### src/rtl/display_pkg.sv
// Shared defaults, scan state type and address-width helper for the scrolling display controller.
package display_pkg;

  localparam int unsigned DefNumDigits   = 4;
  localparam int unsigned DefCharW       = 4;
  localparam int unsigned DefMsgLen      = 16;
  localparam int unsigned DefDwellCycles = 16;
  localparam int unsigned DefBlankCycles = 2;
  localparam int unsigned DefScrollFrames = 4;

  typedef enum logic {
    BLANK = 1'b0,
    ON    = 1'b1
  } scan_state_e;

  // Width needed to index 0..len-1; never less than one bit.
  function automatic int unsigned addr_w(input int unsigned len);
    return (len > 1) ? $clog2(len) : 1;
  endfunction

endpackage

### src/rtl/btn_sync_edge.sv
// Two-flop synchroniser for an asynchronous button, followed by a falling-edge pulse detector.
module btn_sync_edge (
  input  logic clk,
  input  logic reset,
  input  logic btn,
  output logic fell
);

  logic [1:0] sync_q;
  logic       prev_q;

  always_ff @(posedge clk or negedge reset) begin
    if (!reset) begin
      sync_q <= 2'b11;
      prev_q <= 1'b1;
    end else begin
      sync_q <= {sync_q[0], btn};
      prev_q <= sync_q[1];
    end
  end

  assign fell = prev_q & ~sync_q[1];

endmodule

### src/rtl/scroll_display_ctrl.sv
// Multiplexed scrolling character display: per-digit blank/on scan, message buffer and
// frame-aligned window advance from button presses and an auto-scroll timer.
module scroll_display_ctrl
  import display_pkg::*;
#(
  parameter int unsigned NUM_DIGITS    = DefNumDigits,
  parameter int unsigned CHAR_W        = DefCharW,
  parameter int unsigned MSG_LEN       = DefMsgLen,
  parameter int unsigned DWELL_CYCLES  = DefDwellCycles,
  parameter int unsigned BLANK_CYCLES  = DefBlankCycles,
  parameter int unsigned SCROLL_FRAMES = DefScrollFrames,
  localparam int unsigned AW           = addr_w(MSG_LEN)
) (
  input  logic                  clk,
  input  logic                  reset,
  input  logic                  nxt_button,
  input  logic                  auto_en,
  input  logic                  step_mode,
  input  logic                  wr_en,
  input  logic [AW-1:0]         wr_addr,
  input  logic [CHAR_W-1:0]     wr_data,
  output logic [NUM_DIGITS-1:0] an,
  output logic [CHAR_W-1:0]     char,
  output logic [AW-1:0]         msg_index,
  output logic                  frame_start
);

  localparam int unsigned SlotW = addr_w(DWELL_CYCLES);
  localparam int unsigned DigW  = addr_w(NUM_DIGITS);
  localparam int unsigned FrmW  = addr_w(SCROLL_FRAMES);
  localparam int unsigned SumW  = AW + 1;

  scan_state_e      state_q, state_d;
  logic [SlotW-1:0] slot_q, slot_d;
  logic [DigW-1:0]  dig_q, dig_d;

  logic             last_slot_cycle;
  logic             frame_end;
  logic             load_char;

  logic [CHAR_W-1:0] msg_buf_q [MSG_LEN];
  logic [CHAR_W-1:0] char_q;
  logic [AW-1:0]     idx_q, idx_d;
  logic [FrmW-1:0]   auto_cnt_q, auto_cnt_d;
  logic              pending_q, pending_d;

  logic              btn_fell;
  logic              auto_req;
  logic              advance;
  logic [SumW-1:0]   rd_sum, step_sum;
  logic [AW-1:0]     rd_addr;
  logic [CHAR_W-1:0] rd_char;

  btn_sync_edge u_btn_sync_edge (
    .clk   (clk),
    .reset (reset),
    .btn   (nxt_button),
    .fell  (btn_fell)
  );

  // Scan FSM: state register
  always_ff @(posedge clk or negedge reset) begin
    if (!reset) begin
      state_q <= BLANK;
      slot_q  <= '0;
      dig_q   <= '0;
    end else begin
      state_q <= state_d;
      slot_q  <= slot_d;
      dig_q   <= dig_d;
    end
  end

  assign last_slot_cycle = (slot_q == SlotW'(DWELL_CYCLES - 1));
  assign frame_end       = (state_q == ON) && last_slot_cycle &&
                           (dig_q == DigW'(NUM_DIGITS - 1));

  // Scan FSM: next state. The slot counter spans both states of one digit slot.
  always_comb begin
    state_d = state_q;
    slot_d  = slot_q + SlotW'(1);
    dig_d   = dig_q;
    unique case (state_q)
      BLANK: begin
        if (slot_q == SlotW'(BLANK_CYCLES - 1)) state_d = ON;
      end
      ON: begin
        if (last_slot_cycle) begin
          state_d = BLANK;
          slot_d  = '0;
          dig_d   = (dig_q == DigW'(NUM_DIGITS - 1)) ? '0 : dig_q + DigW'(1);
        end
      end
      default: state_d = BLANK;
    endcase
  end

  // Scan FSM: outputs. an[NUM_DIGITS-1] is the leftmost digit (d = 0).
  always_comb begin
    an = '1;
    for (int i = 0; i < NUM_DIGITS; i++) begin
      if ((state_q == ON) && (dig_q == DigW'(NUM_DIGITS - 1 - i))) an[i] = 1'b0;
    end
    load_char   = (state_q == BLANK) && (slot_q == '0);
    frame_start = reset && load_char && (dig_q == '0);
  end

  // Window address and index advance, wrapped by compare-and-subtract.
  always_comb begin
    rd_sum  = {1'b0, idx_q} + SumW'(dig_q);
    rd_addr = (rd_sum >= SumW'(MSG_LEN)) ? AW'(rd_sum - SumW'(MSG_LEN)) : AW'(rd_sum);
    rd_char = '0;
    for (int i = 0; i < MSG_LEN; i++) begin
      if (rd_addr == AW'(i)) rd_char = msg_buf_q[i];
    end

    step_sum = {1'b0, idx_q} + (step_mode ? SumW'(NUM_DIGITS) : SumW'(1));
    auto_req = frame_end && auto_en && (auto_cnt_q == FrmW'(SCROLL_FRAMES - 1));
    advance  = frame_end && (pending_q || auto_req);

    idx_d = idx_q;
    if (advance) begin
      idx_d = (step_sum >= SumW'(MSG_LEN)) ? AW'(step_sum - SumW'(MSG_LEN)) : AW'(step_sum);
    end

    auto_cnt_d = auto_cnt_q;
    if (!auto_en) auto_cnt_d = '0;
    else if (frame_end) auto_cnt_d = auto_req ? '0 : auto_cnt_q + FrmW'(1);

    // A press detected on the boundary cycle itself carries into the next frame.
    pending_d = frame_end ? btn_fell : (pending_q | btn_fell);
  end

  always_ff @(posedge clk or negedge reset) begin
    if (!reset) begin
      char_q     <= '0;
      idx_q      <= '0;
      auto_cnt_q <= '0;
      pending_q  <= 1'b0;
      for (int i = 0; i < MSG_LEN; i++) msg_buf_q[i] <= CHAR_W'(i);
    end else begin
      if (load_char) char_q <= rd_char;
      idx_q      <= idx_d;
      auto_cnt_q <= auto_cnt_d;
      pending_q  <= pending_d;
      for (int i = 0; i < MSG_LEN; i++) begin
        if (wr_en && (wr_addr == AW'(i))) msg_buf_q[i] <= wr_data;
      end
    end
  end

  assign char      = char_q;
  assign msg_index = idx_q;

endmodule

### config.mk
export PLATFORM = sky130hd
export DESIGN_NAME = scroll_display_ctrl
export DESIGN_NICKNAME = d
export VERILOG_FILES = /design/src/rtl/display_pkg.sv /design/src/rtl/btn_sync_edge.sv /design/src/rtl/scroll_display_ctrl.sv
export SDC_FILE = /design/constraint.sdc
export NUM_CORES = 1
export LEC_CHECK = 0
export CORE_AREA = 2 2 98 100
export CTS_CLUSTER_DIAMETER = 100
export DETAILED_ROUTE_END_ITERATION = 6
export DIE_AREA = 0 0 100 102
export HOLD_SLACK_MARGIN = 0.12
export PLACE_DENSITY = 0.68
export SYNTH_ARGS = -nofsm -noshare
export SYNTH_HDL_FRONTEND = slang
export SYNTH_SLANG_ARGS = --single-unit
### constraint.sdc
create_clock -name clk -period 7.6 [get_ports clk]
set_clock_uncertainty 0.2 [all_clocks]
set_input_delay 1.9 -clock clk [delete_from_list [all_inputs] [get_ports clk]]
set_output_delay 1.9 -clock clk [all_outputs]
set_load 0.02 [all_outputs]
==> results of run 1 <==
[cells by family (layout without fill, tap and decap cells)]
family / after synthesis / in the layout / synth area share
multiplexers: 79 / 79 / 0.2029
buffers and inverters: 32 / 58 / 0.03145
flip-flops: 85 / 85 / 0.4829
XOR/XNOR: 5 / 5 / 0.009743
adder cells (fa/ha/maj): 14 / 14 / 0.04064
AO/OA/AOI/OAI: 67 / 67 / 0.1010
AND/OR/NAND/NOR: 112 / 112 / 0.1314
[where the power goes]
group / switching, mW / leakage, nW / total [mW] / internal [mW]
Combinational: 0.0705 / 1.02 / 0.175 / 0.104
Sequential: 0.0441 / 0.985 / 0.610 / 0.566
Clock: 0.175 / 0.109 / 0.365 / 0.189
Total: 0.290 / 2.12 / 1.15 / 0.860
[worst max-delay path, cell delays in order]
cell and delay [ns]:
buf_4 0.43, and3_1 0.24, clkdlybuf4s50_1 0.60
[cells in the final DEF, fill, tap and decap left out, types with 4 or more instances in the layout]
master	n
mux2i_1	9
nand2_1	31
inv_1	13
nand3b_1	4
buf_4	4
nand2b_1	6
a31oi_1	5
nor2b_1	6
a21oi_1	14
o21ai_0	14
dfrtp_1	50
nor2_1	30
mux2_2	67
clkbuf_8	9
nand3_1	5
dfstp_2	35
and3_1	4
or3_1	4
clkdlybuf4s50_1	25
ha_1	13
[final cells by class]
cell class	instances	area (um2)
well taps	111	138.9
clock inverters	6	96.34
clock buffers	10	127.6
fillers	772	4063
multi-input cells	277	2183
repair buffers	29	280.3
inverters	13	48.80
flip-flops and latches	85	2171
[per-stage QoR]
step	setup slack [ns]	power, mW	cells
2_1_floorplan	3.354	0.7296	394
3_3_place_gp	2.294	0.7850	515
3_5_place_dp	2.279	0.7948	515
4_1_cts	2.284	1.156	531
5_1_grt	2.196	1.203	531
6_report	2.312	1.150	531
[flip-flops by register name, summed over array words and instances, names as in the netlist]
name and cells:
msg_buf_q 64, char 4, msg_index 4, slot_q 4
auto_cnt_q 2, dig_q 2, u_btn_sync_edge.sync_q 2, pending_q 1
state_q 1, u_btn_sync_edge.prev_q 1
[metal layers]
metal  global-route usage  share of wire  routed length [um]
met5                    0              0                   0
met4              0.05796          0.013                 117
met3              0.03283          0.027                 251
met2               0.3108           0.47                4322
met1               0.2794           0.49                4542
[worst max-delay path by stage]
stage / startpoint / end / depth (start not counted)
2_1_floorplan: reset / frame_start / 1
3_3_place_gp: reset / frame_start / 3
3_5_place_dp: reset / frame_start / 3
4_1_cts: reset / frame_start / 3
5_1_grt: reset / frame_start / 3
6_report: reset / frame_start / 3
==> results.yml, run 1 <==
outcome:
  status: "finished clean"
floorplan:
  start_util: 0.4935
  die_h_um: 102
  num_rows: 35
  die_w_um: 100
  die_area_mm2: 0.01020
  io_pins: 27
  core_area_mm2: 0.009109
sta:
  slew_violations: 0
  setup_viol: 0
  min_period_over_period: 0.6958
  worstMarginPinSlew_ns: 0.8608
  finalSetupTns_ns: 0
  fin_crit_ns: 5.288
  rsz0062_at_grt: "no"
  max_slew_margin: 0.4223
  hold_viol: 0
  holdWs_ns: 0.1645
  max_freq_mhz: 189.1
clock_network:
  htreeDepth: 3
  cts-root-buf: "clkbuf_8"
  cts_hold_buf: 0
  cts_tree: "done"
  numCtsBuffers: 9
  cts_setup_buffers: 0
  ctsResizeCount: 0
  clk_pin_slew_ns: 0.09
  cts.sinks: 85
  clockBufferDepth: 2
  clock_latency_ns: 0.36
pwr:
  ir_drop_mv: 0.1321
  cellPowerDensity_mw_per_mm2: 227.8
  power.leakage_nw: 2.115
min_path:
  min_path_type: "flop to flop"
  min_delay_path_depth: 0
  hold_path_end: "u_btn_sync_edge.sync_q[1]$_DFF_PN1_"
  min_from: "u_btn_sync_edge.sync_q[0]$_DFF_PN1_"
setup_path:
  arrival_ns: 3.19
  crit_fanout: 41
  r2r_cells: 8
  worstSetupPathType: "primary input to output pin"
  startpoint_type: "primary input"
  endpoint_kind: "output pin"
  required_ns: 5.50
  timing.rr.start: "dig_q[0]$_DFFE_PN0P_"
  rrSetupSlack_ns: 4.37
  rr_endpoint: "char[3]$_DFFE_PN0P_"
layout:
  finish.net_count: 443
  final_core_util: 0.5540
  design_area_mm2: 0.005046
  area_delta_synth_final_pct: 12.25
  layout-drive-gt1-share: 0.3262
  antenna_cells: 0
logic_synthesis:
  synthFlopType: "dfrtp_1"
  ys_types: 60
  synthTopCellsByArea: "dfrtp_1 28%, dfstp_2 20%, mux2_2 17%, ha_1 3.6%, nand2_1 2.6%"
  synth_warnings: 0
  synth_cells: 394
  ys_async_sr_fraction: 1.000
  synth_top_cell_by_area: "dfrtp_1"
  synth_seq_area_share: 0.4829
  synth.most_common_cell: "mux2_2"
  syn_nets: 422
  netlist_area_mm2: 0.004496
  synth_enable_flop_cells: 0
  synth_common_cells: "67 x mux2_2, 50 x dfrtp_1, 35 x dfstp_2"
  avgSynthCellArea_um2: 11.41
  synth-seq-cells: 85
  netlist.area_leader.share: 0.2783
routing:
  drc_errors: 0
  drt_iter0_drc: 164
  routed_wl_mm: 9.233
  routed_via_density: 5.714
  num_vias: 3034
  wl_per_cell_um: 17.39
  firstDrtPassIters: 4
  final_antenna_net_count: 0
grt:
  overflow: 0
  grt_usage: 0.1959
  grt_pass1_vias: 2996
  grt_pass1_wl_mm: 15.50
  antenna_found_initial: 0
  grt_max_degree: 47
placed_design:
  hpwl_mm: 6.285
  gp_congestion: 0.8555
  io_buffers: 26
  placed_area_mm2: 0.004822
job:
  max-cap-violations: 0
Power figures use the tool's default switching activity.
==> inputs of run 2 (changes only) <==
==> constraint.sdc (replaced) <==
create_clock -name clk -period 5.2 [get_ports clk]
set_clock_uncertainty 0.2 [all_clocks]
set_input_delay 1.3 -clock clk [delete_from_list [all_inputs] [get_ports clk]]
set_output_delay 1.3 -clock clk [all_outputs]
set_load 0.02 [all_outputs]
==> results.yml, run 2 (synthesis results as in run 1) <==
placed_design:
  placed_area_mm2: 0.004830
  placed_cells: 516
  gp_congestion: 0.7924
  hpwl_mm: 6.614
  place_ws_ns: 1.563
  io_buffers: 26
routing:
  routed_wl_mm: 9.603
  routed_via_density: 5.776
  drc_errors: 0
  final_antenna_net_count: 0
  drt_iter0_drc: 173
  firstDrtPassIters: 4
  num_vias: 3073
  wl_per_cell_um: 18.05
clock_network:
  cts.sinks: 85
  htreeDepth: 3
  cts-root-buf: "clkbuf_8"
  clockBufferDepth: 2
  numCtsBuffers: 9
  cts_tree: "done"
  cts_setup_buffers: 0
  cts_hold_buf: 0
  clk_pin_slew_ns: 0.09
  clock_latency_ns: 0.37
  ctsResizeCount: 0
pwr:
  power.leakage_nw: 2.094
  ir_drop_mv: 0.1705
  cellPowerDensity_mw_per_mm2: 316.6
  finalPower_mw: 1.584
setup_path:
  r2r_cells: 8
  cp_slowest_cell: "clkdlybuf4s50_1"
  path_cells: "inv_1, ha_1, nor4b_2, and3_1, clkdlybuf4s50_1"
  timing.rr.start: "dig_q[0]$_DFFE_PN0P_"
  rr_endpoint: "char[3]$_DFFE_PN0P_"
  slowest_delay_ns: 0.60
  path_buf_inv: 2
  startpoint_type: "flop"
  crit_start: "slot_q[0]$_DFF_PN0_"
  path_depth: 5
  rrSetupSlack_ns: 2.04
  crit_family: "simple AND/OR/NAND/NOR gates"
  endpoint_kind: "output pin"
  crit_fanout: 6
  arrival_ns: 2.35
  crit_end: "frame_start"
  required_ns: 3.70
  worstSetupPathType: "flop to output pin"
floorplan:
  die_h_um: 102
  core_area_mm2: 0.009109
  io_pins: 27
  die_w_um: 100
  start_util: 0.4935
  die_area_mm2: 0.01020
  num_rows: 35
grt:
  grt_pass1_vias: 3305
  antenna_found_initial: 0
  grt_usage: 0.2104
  grt_pass1_wl_mm: 16.60
  grt_max_degree: 46
  overflow: 0
sta:
  setup_ws_ns: 1.348
  worstMarginPinSlew_ns: 1.024
  hold_viol: 0
  min_period_over_period: 0.7408
  finalSetupTns_ns: 0
  max_slew_margin: 0.3175
  slew_violations: 0
  fin_crit_ns: 3.852
  rsz0062_at_grt: "no"
  holdWs_ns: 0.1593
  setup_viol: 0
  max_freq_mhz: 259.6
job:
  max-cap-violations: 0
layout:
  final_core_util: 0.5493
  final_common_cell: "mux2_2"
  top_register: "msg_buf_q"
  layout-drive-gt1-share: 0.3278
  area_delta_synth_final_pct: 11.30
  finish.net_count: 444
  design_area_mm2: 0.005004
  antenna_cells: 0
  largest_reg_flops: 64
  layout_common_cells: "67 x mux2_2, 50 x dfrtp_1, 35 x dfstp_2"
  finalNonFillerCells: 532
outcome:
  status: "finished clean"
min_path:
  min_path_type: "flop to flop"
## run 2: changes by cell type in the layout (fill, tap and decap cells not counted), sizes merged
cell      change
clkinvlp      +1
bufinv        -2
buf           +1
clkinv        +1
## run 2: how the worst min path moves through the flow
stage,slack [ns],depth (start not counted),end,from
after floorplan,0.15,0,u_btn_sync_edge.sync_q[1]$_DFF_PN1_,u_btn_sync_edge.sync_q[0]$_DFF_PN1_
after global placement,0.15,0,u_btn_sync_edge.sync_q[1]$_DFF_PN1_,u_btn_sync_edge.sync_q[0]$_DFF_PN1_
after detailed placement,0.15,0,u_btn_sync_edge.sync_q[1]$_DFF_PN1_,u_btn_sync_edge.sync_q[0]$_DFF_PN1_
after CTS,0.16,0,u_btn_sync_edge.sync_q[1]$_DFF_PN1_,u_btn_sync_edge.sync_q[0]$_DFF_PN1_
after global routing,0.16,0,u_btn_sync_edge.sync_q[1]$_DFF_PN1_,u_btn_sync_edge.sync_q[0]$_DFF_PN1_
final,0.16,0,u_btn_sync_edge.sync_q[1]$_DFF_PN1_,u_btn_sync_edge.sync_q[0]$_DFF_PN1_
## run 2: layout make-up
cell class / count / area (um2)
fillers: 791 / 4105
well taps: 111 / 138.9
flip-flops and latches: 85 / 2171
clock buffers: 10 / 127.6
clock inverters: 6 / 46.29
repair buffers: 30 / 287.8
multi-input cells: 277 / 2183
inverters: 13 / 48.80
## run 2: per-layer routing
metal | vias up | global-route usage | part of all wire
li1 | 1449 | - | -
met1 | 1532 | 0.2829 | 0.46
met2 | 71 | 0.3321 | 0.47
met3 | 21 | 0.04651 | 0.041
met4 | 0 | 0.08957 | 0.023
met5 | - | 0 | 0
## run 2: where the power goes
| group | internal (mW) | total, mW | switching, mW | leakage, nW |
|---|---|---|---|---|
| Combinational | 0.153 | 0.259 | 0.105 | 1.03 |
| Sequential | 0.827 | 0.893 | 0.0661 | 0.985 |
| Clock | 0.177 | 0.432 | 0.255 | 0.0833 |
| Total | 1.16 | 1.58 | 0.427 | 2.09 |
